**config.mk**
```make
export PLATFORM = sky130hd
export DESIGN_NAME = seq_shift_unit
export DESIGN_NICKNAME = d
export VERILOG_FILES = /design/src/rtl/seq_shift_unit.sv
export SDC_FILE = /design/constraint.sdc
export NUM_CORES = 1
export LEC_CHECK = 0
export BUFFER_PORTS_ARGS = -buffer_cell sky130_fd_sc_hd__buf_4
export CAP_MARGIN = 30
export CORE_MARGIN = 2
export CORE_UTILIZATION = 46
export CTS_CLUSTER_SIZE = 30
export DETAILED_ROUTE_END_ITERATION = 6
export PLACE_DENSITY_LB_ADDON = 0.12
export SLEW_MARGIN = 10
export SYNTH_ARGS = -nofsm -noshare
export SYNTH_HDL_FRONTEND = slang
export SYNTH_SLANG_ARGS = --single-unit
```
**constraint.sdc**
```tcl
create_clock -name clk -period 1.2 [get_ports clk]
set_input_delay 0.06 -clock clk [delete_from_list [all_inputs] [get_ports clk]]
set_output_delay 0.06 -clock clk [all_outputs]
set_load 0.1 [all_outputs]
```
**src/rtl/seq_shift_unit.sv**
```systemverilog
// Iterative shifter: loads an operand, then applies one bit of sll/srl/sra/rotr per
// clock until the loaded count is exhausted, then pulses done for one cycle.
module seq_shift_unit #(
  parameter int WIDTH   = 32,
  parameter int SHAMT_W = 6
) (
  input  logic               clk,
  input  logic               reset,
  input  logic               start,
  input  logic [1:0]         op,
  input  logic [WIDTH-1:0]   data_in,
  input  logic [SHAMT_W-1:0] shamt,
  output logic               busy,
  output logic               done,
  output logic [WIDTH-1:0]   data_out,
  output logic [1:0]         dbg_state_o
);

  // Handshake: start is a request that is accepted only on an edge where the unit
  // is IDLE; done is a single-cycle strobe marking data_out as final, and data_out
  // then stays valid until the next accepted start.

  typedef enum logic [1:0] {
    S_IDLE  = 2'd0,
    S_SHIFT = 2'd1,
    S_DONE  = 2'd2
  } state_e;

  localparam logic [1:0]         OP_SLL   = 2'b00;
  localparam logic [1:0]         OP_SRL   = 2'b01;
  localparam logic [1:0]         OP_SRA   = 2'b10;
  localparam logic [1:0]         OP_ROTR  = 2'b11;
  localparam logic [SHAMT_W-1:0] WIDTH_N  = SHAMT_W'(WIDTH);
  localparam logic [SHAMT_W-1:0] ROT_MASK = SHAMT_W'(WIDTH - 1);
  localparam logic [SHAMT_W-1:0] CNT_ONE  = SHAMT_W'(1);

  state_e             state_q;
  logic [WIDTH-1:0]   data_q;
  logic [SHAMT_W-1:0] cnt_q;
  logic [1:0]         op_q;
  logic               busy_q;
  logic               done_q;

  logic [SHAMT_W-1:0] load_cnt_d;
  logic [WIDTH-1:0]   step_d;

  function automatic logic [WIDTH-1:0] shift_one(input logic [1:0]       f_op,
                                                 input logic [WIDTH-1:0] v);
    logic [WIDTH-1:0] r;
    case (f_op)
      OP_SLL:  r = {v[WIDTH-2:0], 1'b0};
      OP_SRL:  r = {1'b0, v[WIDTH-1:1]};
      OP_SRA:  r = {v[WIDTH-1], v[WIDTH-1:1]};
      default: r = {v[0], v[WIDTH-1:1]};
    endcase
    shift_one = r;
  endfunction

  // Linear shifts saturate at WIDTH steps (the result is fully flushed by then);
  // rotation is periodic, so only the amount modulo WIDTH matters.
  always_comb begin
    load_cnt_d = '0;
    if (op == OP_ROTR) begin
      load_cnt_d = shamt & ROT_MASK;
    end else if (shamt > WIDTH_N) begin
      load_cnt_d = WIDTH_N;
    end else begin
      load_cnt_d = shamt;
    end
  end

  always_comb begin
    step_d = shift_one(op_q, data_q);
  end

  always_ff @(posedge clk or negedge reset) begin
    if (!reset) begin
      state_q <= S_IDLE;
      data_q  <= '0;
      cnt_q   <= '0;
      op_q    <= OP_SLL;
      busy_q  <= 1'b0;
      done_q  <= 1'b0;
    end else begin
      case (state_q)
        S_IDLE: begin
          busy_q <= 1'b0;
          done_q <= 1'b0;
          if (start) begin
            data_q <= data_in;
            op_q   <= op;
            cnt_q  <= load_cnt_d;
            if (load_cnt_d == '0) begin
              state_q <= S_DONE;
              done_q  <= 1'b1;
            end else begin
              state_q <= S_SHIFT;
              busy_q  <= 1'b1;
            end
          end
        end
        S_SHIFT: begin
          data_q <= step_d;
          cnt_q  <= cnt_q - CNT_ONE;
          if (cnt_q == CNT_ONE) begin
            state_q <= S_DONE;
            busy_q  <= 1'b0;
            done_q  <= 1'b1;
          end
        end
        S_DONE: begin
          state_q <= S_IDLE;
          busy_q  <= 1'b0;
          done_q  <= 1'b0;
        end
        default: begin
          state_q <= S_IDLE;
          busy_q  <= 1'b0;
          done_q  <= 1'b0;
        end
      endcase
    end
  end

  assign busy        = busy_q;
  assign done        = done_q;
  assign data_out    = data_q;
  assign dbg_state_o = state_q;

endmodule

```
==> results of run 1 <==
routing by layer:
| layer | vias up | part of all wire, % | GRT usage (%) | routed length, um |
|---|---|---|---|---|
| li1 | 1283 | - | - | - |
| met1 | 1276 | 43 | 33.46 | 3445 |
| met2 | 79 | 50 | 45.09 | 4004 |
| met3 | 16 | 4.7 | 5.402 | 374 |
| met4 | 0 | 1.8 | 8.246 | 144 |
| met5 | - | 0 | 0 | 0 |
state kept, by name, indices dropped and copies added (netlist names):
register / count
data_out: 32
cnt_q: 6
dbg_state_o: 2
op_q: 2
busy: 1
done: 1
cell usage after synthesis, drive strengths merged, types with 2 or more instances:
| cell | number | area share [%] |
|---|---|---|
| a211oi | 32 | 9.4 |
| a21oi | 2 | 0.39 |
| a31oi | 3 | 0.98 |
| a32oi | 2 | 0.69 |
| and3b | 2 | 0.69 |
| buf | 16 | 3.5 |
| clkbuf | 10 | 1.5 |
| dfrtp | 44 | 43 |
| ha | 2 | 0.98 |
| inv | 4 | 0.59 |
| nand2 | 39 | 5.7 |
| nand2b | 3 | 0.74 |
| nand3 | 2 | 0.39 |
| nand3b | 2 | 0.59 |
| nor2 | 7 | 1.0 |
| nor3 | 2 | 0.39 |
| o21a | 30 | 8.8 |
| o21ai | 62 | 12 |
| o21bai | 3 | 1.0 |
| o22ai | 2 | 0.49 |
| o2bb2ai | 2 | 0.69 |
worst max-delay path, delay by kind of cell (launching register included):
kind            cells  cell delay [ns]
flops               1             0.53
simple gates        1             0.18
compound gates      2             0.24
buf+inv             2             0.29
layout make-up:
cell class	count	area (sq um)
repair buffers	127	1140
flip-flops and latches	44	1117
well taps	72	90.09
multi-input cells	215	1470
inverters	4	15.01
clock buffers	6	82.58
fillers	383	1514
clock inverters	2	10.01
worst max path at each step:
| stage | endpoint | slack, ns | cells past startpoint |
|---|---|---|---|
| floorplan | busy$_DFFE_PN0P_ | -0.33 | 4 |
| global placement | data_out[28]$_DFFE_PN0P_ | -0.15 | 4 |
| detailed placement | data_out[8]$_DFFE_PN0P_ | -0.19 | 4 |
| CTS | data_out[0]$_DFFE_PN0P_ | -0.15 | 4 |
| global route | data_out[0]$_DFFE_PN0P_ | -0.22 | 4 |
| finish | data_out[12]$_DFFE_PN0P_ | -0.16 | 5 |
kinds of logic (layout without fill, tap and decap cells):
kind of cell	after synthesis	count (layout)	share of synthesized area [%]
fa+ha+maj	2	2	0.9812
compound gates	146	146	37.44
buf+inv	30	139	5.545
simple gates	67	67	12.86
flops	44	44	43.18
metrics by stage:
stage / utilization (%) / TNS, ns / std cells / worst slack [ns]
after floorplan: - / -11.83 / 289 / -0.3329
after CTS: 71.18 / -4.364 / 467 / -0.1489
after global placement: 63.63 / -4.106 / 447 / -0.1529
after detailed placement: 63.63 / -5.608 / 447 / -0.1887
after global routing: 72.16 / -7.337 / 470 / -0.2216
final: 72.16 / -5.340 / 470 / -0.1644
what timing repair did:
action,in CTS,in global routing
gates resized for setup,74,9
hold buffers,3,1
endpoints found under the hold margin,46,1
setup buffers,8,2
setup endpoints to repair,45,47
pin swaps,10,4
cloned,1,0
==> results.md, run 1 <==
- CP dominant cell by count: buf_8
- Routability cong.: roughly 0.84
- TritonCTS clock tree: yes
- Post-Place Cell Area: between 0.003 and 0.004 sq mm
- R2R depth: 5
- CTS H-tree lvls: 2
- Worst Hold Launch: data_in[0]
- Fmax: around 730 MHz
- Port Buffers: just under 80
- WHS Endpoint: data_out[0]$_DFFE_PN0P_
- Commonest cells after routing, fill and taps aside: buf_4 (102), o21ai_1 (41), nand2_1 (38), dfrtp_1 (35), o21a_1 (30)
- Rel. slew slack: approximately three fifths
- Critical path cell sequence: nand2b_4, buf_8, buf_8, a211oi_2, o21ai_1
- CP startpoint kind: register
- CP max stage delay: between 0.5 and 0.6 ns
- Data arrival time of the worst path: around 1.6 ns
- Ports: slightly below 80
- Slew of the pin with the lowest slew margin: 0.5725 ns
- #FFs+latches synth: 44
- HPWL after DPL: roughly 5100 um
- Grt total ovfl: 0
- Gate Count Post-Synth: 289
- Hold Vio Cnt, Final: 0
- Crit end category: register
- Reg-to-reg critical path startpoint: dbg_state_o[1]$_DFFE_PN0P_
- Clk_lat worst skew: 0.31 ns
- Crit Path Category: register to register
- Root cell of the clock tree: clkbuf_8
- R2R setup slack: -0.16 ns
- Min Hold Slack: 0.009223 ns
- Fin. max-slew vios: 0
- Max capacitance violation total: 0
- Max Root-Sink Buffers: 2
- DR vias: 2654
- Number of remaining DRC errors: 0
- Number of nets in the layout: approximately 440
- Slowest stage cell, crit path: dfrtp_4
- WL final: between 7000 and 8000 um
- Clock transition at path regs: 0.08 ns
- Share of cells above drive strength 1: 42.71%
- Number of buffers created by CTS: 5
- Die X: approximately 78 um
- Hold Crit Class: input port to register
- Reg-to-reg endpoint: data_out[12]$_DFFE_PN0P_
- Setup ws final: -0.1644 ns
- Main synth FF type: dfrtp_1
- Yosys cell types: between 40 and 50
- # diodes: 0
- Largest net degree at the start of global routing: 45
- Drt wl/cell: between 15 and 20 um
- Syn-to-layout area delta: 53.93%
- EDFF count, synth: 0
- Initial core utilization: around 47%
- Hold Path Depth: 3
- Run status: finished with violations
- Sink Count: 44
- Core area: between 0.005 and 0.006 sq mm
- Vias in the first global route: about 2600
- First-pass GRT wire length: 12770 um
- RSZ-0062 raised after global routing: true
- Crit path max fanout: 9
- Antenna viol nets, final: 0
- Fin crit share: 113.7%
- Clock Skews: 0.007986 ns
- Sequential area share after synthesis: about 43%
- Pre-antenna DRT Iters: 4
- Ys Warns: 0
- Synthesized net count: about 330
- Die Y: slightly below 80 um
- Initial antenna violation count: 0
- Failing checks: setup timing
- Final setup fails: between 40 and 50
- Row count: 27
- GRT Util Overall: between 20% and 30%
- Mapped Area: 0.002550 sq mm
- Most common cell after layout, fill and taps aside: buf_4
- Worst endpoint required time: between 1 and 1.5 ns
- FFs w/ async S/R, synth: between 90% and 100%
- 1st-iter DRT viols: approximately 120
- Avg Cell Area, Syn: 8.823 sq um
- Post-route cell area: 0.003925 sq mm
- CP Launch Point: dbg_state_o[1]$_DFFE_PN0P_
- Die area: a little over 0.006 sq mm
- Vias per inst: approximately 5.6
- Minimum clock period: about 1.4 ns
Power of run 1 is not shown: default switching activity piles up to over one toggle a cycle in this logic, so the estimate is an artifact.
==> run 2, diff against run 1 <==
--- a/config.mk
+++ b/config.mk
@@ -11,7 +11,7 @@
 export CORE_UTILIZATION = 46
 export CTS_CLUSTER_SIZE = 30
 export DETAILED_ROUTE_END_ITERATION = 6
-export PLACE_DENSITY_LB_ADDON = 0.12
+export PLACE_DENSITY = 0.78
 export SLEW_MARGIN = 10
 export SYNTH_ARGS = -nofsm -noshare
 export SYNTH_HDL_FRONTEND = slang
==> run 2 against run 1 <==
- critical path type unchanged
- worst setup slack got worse by 0.019 ns
- the run still ends with setup timing left
- utilization up 0.99 points
- sequential cell count unchanged
- clock skew grew 0.0010 ns
- wire length increased by 7.9%
- register-to-register slack worse by 0.02 ns
==> results.md, run 2 (synthesized netlist as in run 1, its figures left out) <==
- Run status: finished with violations (unchanged)
- Failing checks: setup timing (unchanged)
- Drt wl/cell: 18.18 um (was 16.95 um)
- Row count: 27 (unchanged)
- Die X: 78.46 um (unchanged)
- R2R setup slack: -0.18 ns (was -0.16 ns)
- Die Y: 78.46 um (unchanged)
- Reg-to-reg endpoint: data_out[28]$_DFFE_PN0P_ (was data_out[12]$_DFFE_PN0P_)
- Pre-CTS WS: -0.1985 ns (was -0.1887 ns)
- Grt total ovfl: 0 (unchanged)
- Routability cong.: 0.8557 (was 0.8377)
- Max Root-Sink Buffers: 2 (unchanged)
- Fin util: 73.15% (was 72.16%)
- Largest register FFs: 32 (unchanged)
- Slew of the pin with the lowest slew margin: 0.5756 ns (was 0.5725 ns)
- Data arrival time of the worst path: 1.60 ns (was 1.55 ns)
- Fmax: 722.8 MHz (was 732.9 MHz)
- Antenna viol nets, final: 0 (unchanged)
- Port Buffers: 78 (unchanged)
- Max capacitance violation total: 0 (unchanged)
- Hold Vio Cnt, Final: 0 (unchanged)
- Vias per inst: 5.977 (was 5.647)
- Sink Count: 44 (unchanged)
- # diodes: 0 (unchanged)
- Final setup fails: 46 (unchanged)
- Number of remaining DRC errors: 0 (unchanged)
- Fin crit share: 115.3% (was 113.7%)
- Minimum clock period: 1.384 ns (was 1.364 ns)
- DR vias: 2827 (was 2654)
- 1st-iter DRT viols: 251 (was 121)
- Clock Skews: 0.009009 ns (was 0.007986 ns)
- Final std cells w/o fill: 473 (was 470)
- Most common cell after layout, fill and taps aside: buf_4 (unchanged)
- Worst endpoint required time: 1.42 ns (was 1.39 ns)
- Rel. slew slack: 61.62% (was 61.83%)
- Pre-antenna DRT Iters: 4 (unchanged)
- DP Cell Count: 447 (unchanged)
- RSZ-0062 raised after global routing: true (unchanged)
- R2R depth: 5 (unchanged)
- Syn-to-layout area delta: 56.04% (was 53.93%)
- First-pass GRT wire length: 12690 um (was 12770 um)
- Core area: 0.005439 sq mm (unchanged)
- Setup ws final: -0.1835 ns (was -0.1644 ns)
- HPWL after DPL: 5197 um (was 5072 um)
- Number of buffers created by CTS: 5 (unchanged)
- Hold Path Depth: 3 (unchanged)
- Clk_lat worst skew: 0.30 ns (was 0.31 ns)
- Fillers: 407 (was 383)
- TritonCTS clock tree: yes (unchanged)
- Clock transition at path regs: 0.09 ns (was 0.08 ns)
- Share of cells above drive strength 1: 47.13% (was 42.71%)
- GRT Util Overall: 26.06% (was 26.34%)
- Worst Hold Launch: data_in[0] (unchanged)
- CP startpoint kind: register (unchanged)
- Number of nets in the layout: 445 (was 442)
- Die area: 0.006155 sq mm (unchanged)
- CTS H-tree lvls: 2 (unchanged)
- WL final: 8601 um (was 7968 um)
- Crit Path Category: register to register (unchanged)
- Crit end category: register (unchanged)
- Reg-to-reg critical path startpoint: dbg_state_o[0]$_DFFE_PN0P_ (was dbg_state_o[1]$_DFFE_PN0P_)
- Vias in the first global route: 2618 (was 2572)
- Initial core utilization: 46.88% (unchanged)
- Ports: 79 (unchanged)
- WHS Endpoint: data_out[0]$_DFFE_PN0P_ (unchanged)
- Register area: 0.001116 sq mm (was 0.001117 sq mm)
- Crit path max fanout: 16 (was 9)
- Root cell of the clock tree: clkbuf_8 (unchanged)
- Hold Crit Class: input port to register (unchanged)
- Commonest cells after routing, fill and taps aside: buf_4 (107), nand2_1 (37), o21ai_1 (37), dfrtp_1 (36), o21a_1 (30) (was buf_4 (102), o21ai_1 (41), nand2_1 (38), dfrtp_1 (35), o21a_1 (30))
- Fin. max-slew vios: 0 (unchanged)
- TNS Setup: -6.390 ns (was -5.340 ns)
- Largest net degree at the start of global routing: 45 (unchanged)
- Multi-input gate area: 0.001516 sq mm (was 0.001470 sq mm)
- Initial antenna violation count: 0 (unchanged)
[run 2: area by class of cell]
class                      count  area share (%)
clock buffer                   6           2.075
clock inverter                 2          0.2516
inverter                       4          0.3774
multi-input combinational    215           38.11
sequential                    44           28.05
tap                           72           2.264
timing repair buffer         130           28.87
[run 2: critical path: stages, from the launching register on]
cell and delay (ns):
dfrtp_4 0.53, buf_4 0.16, o21bai_4 0.27, buf_12 0.19, nand2_1 0.06, o21ai_1 0.09
[run 2: timing repair]
action	in CTS	in global routing
gates cloned	0	4
pin swaps	6	8
resized for setup	66	41
hold buffers	5	0
buffers inserted	7	2
setup endpoints to repair	45	46
endpoints found under the hold margin	48	0
[run 2: metal layers]
metal	GRT usage [%]	wire length, um
met3	5.057	571
met2	44.05	4384
met1	33.21	3510
met4	9.474	135
met5	0	0
[run 2: worst max-delay path by stage]
stage,start,to,slack (ns)
after floorplan,dbg_state_o[1]$_DFFE_PN0P_,busy$_DFFE_PN0P_,-0.33
after global placement,dbg_state_o[0]$_DFFE_PN0P_,data_out[19]$_DFFE_PN0P_,-0.15
after detailed placement,dbg_state_o[1]$_DFFE_PN0P_,data_out[12]$_DFFE_PN0P_,-0.20
after CTS,dbg_state_o[0]$_DFFE_PN0P_,data_out[27]$_DFFE_PN0P_,-0.15
after global routing,dbg_state_o[0]$_DFFE_PN0P_,data_out[28]$_DFFE_PN0P_,-0.22
final,dbg_state_o[0]$_DFFE_PN0P_,data_out[28]$_DFFE_PN0P_,-0.18
[run 2: through the flow]
step,instance area (sq um),hold WS [ns]
6_report,3979,0.01824
2_1_floorplan,2621,-0.2356
3_3_place_gp,3461,0.09230
3_5_place_dp,3461,0.09355
5_1_grt,3979,0.02267
4_1_cts,3802,0.01160
Power of run 2 is left out for the same reason.
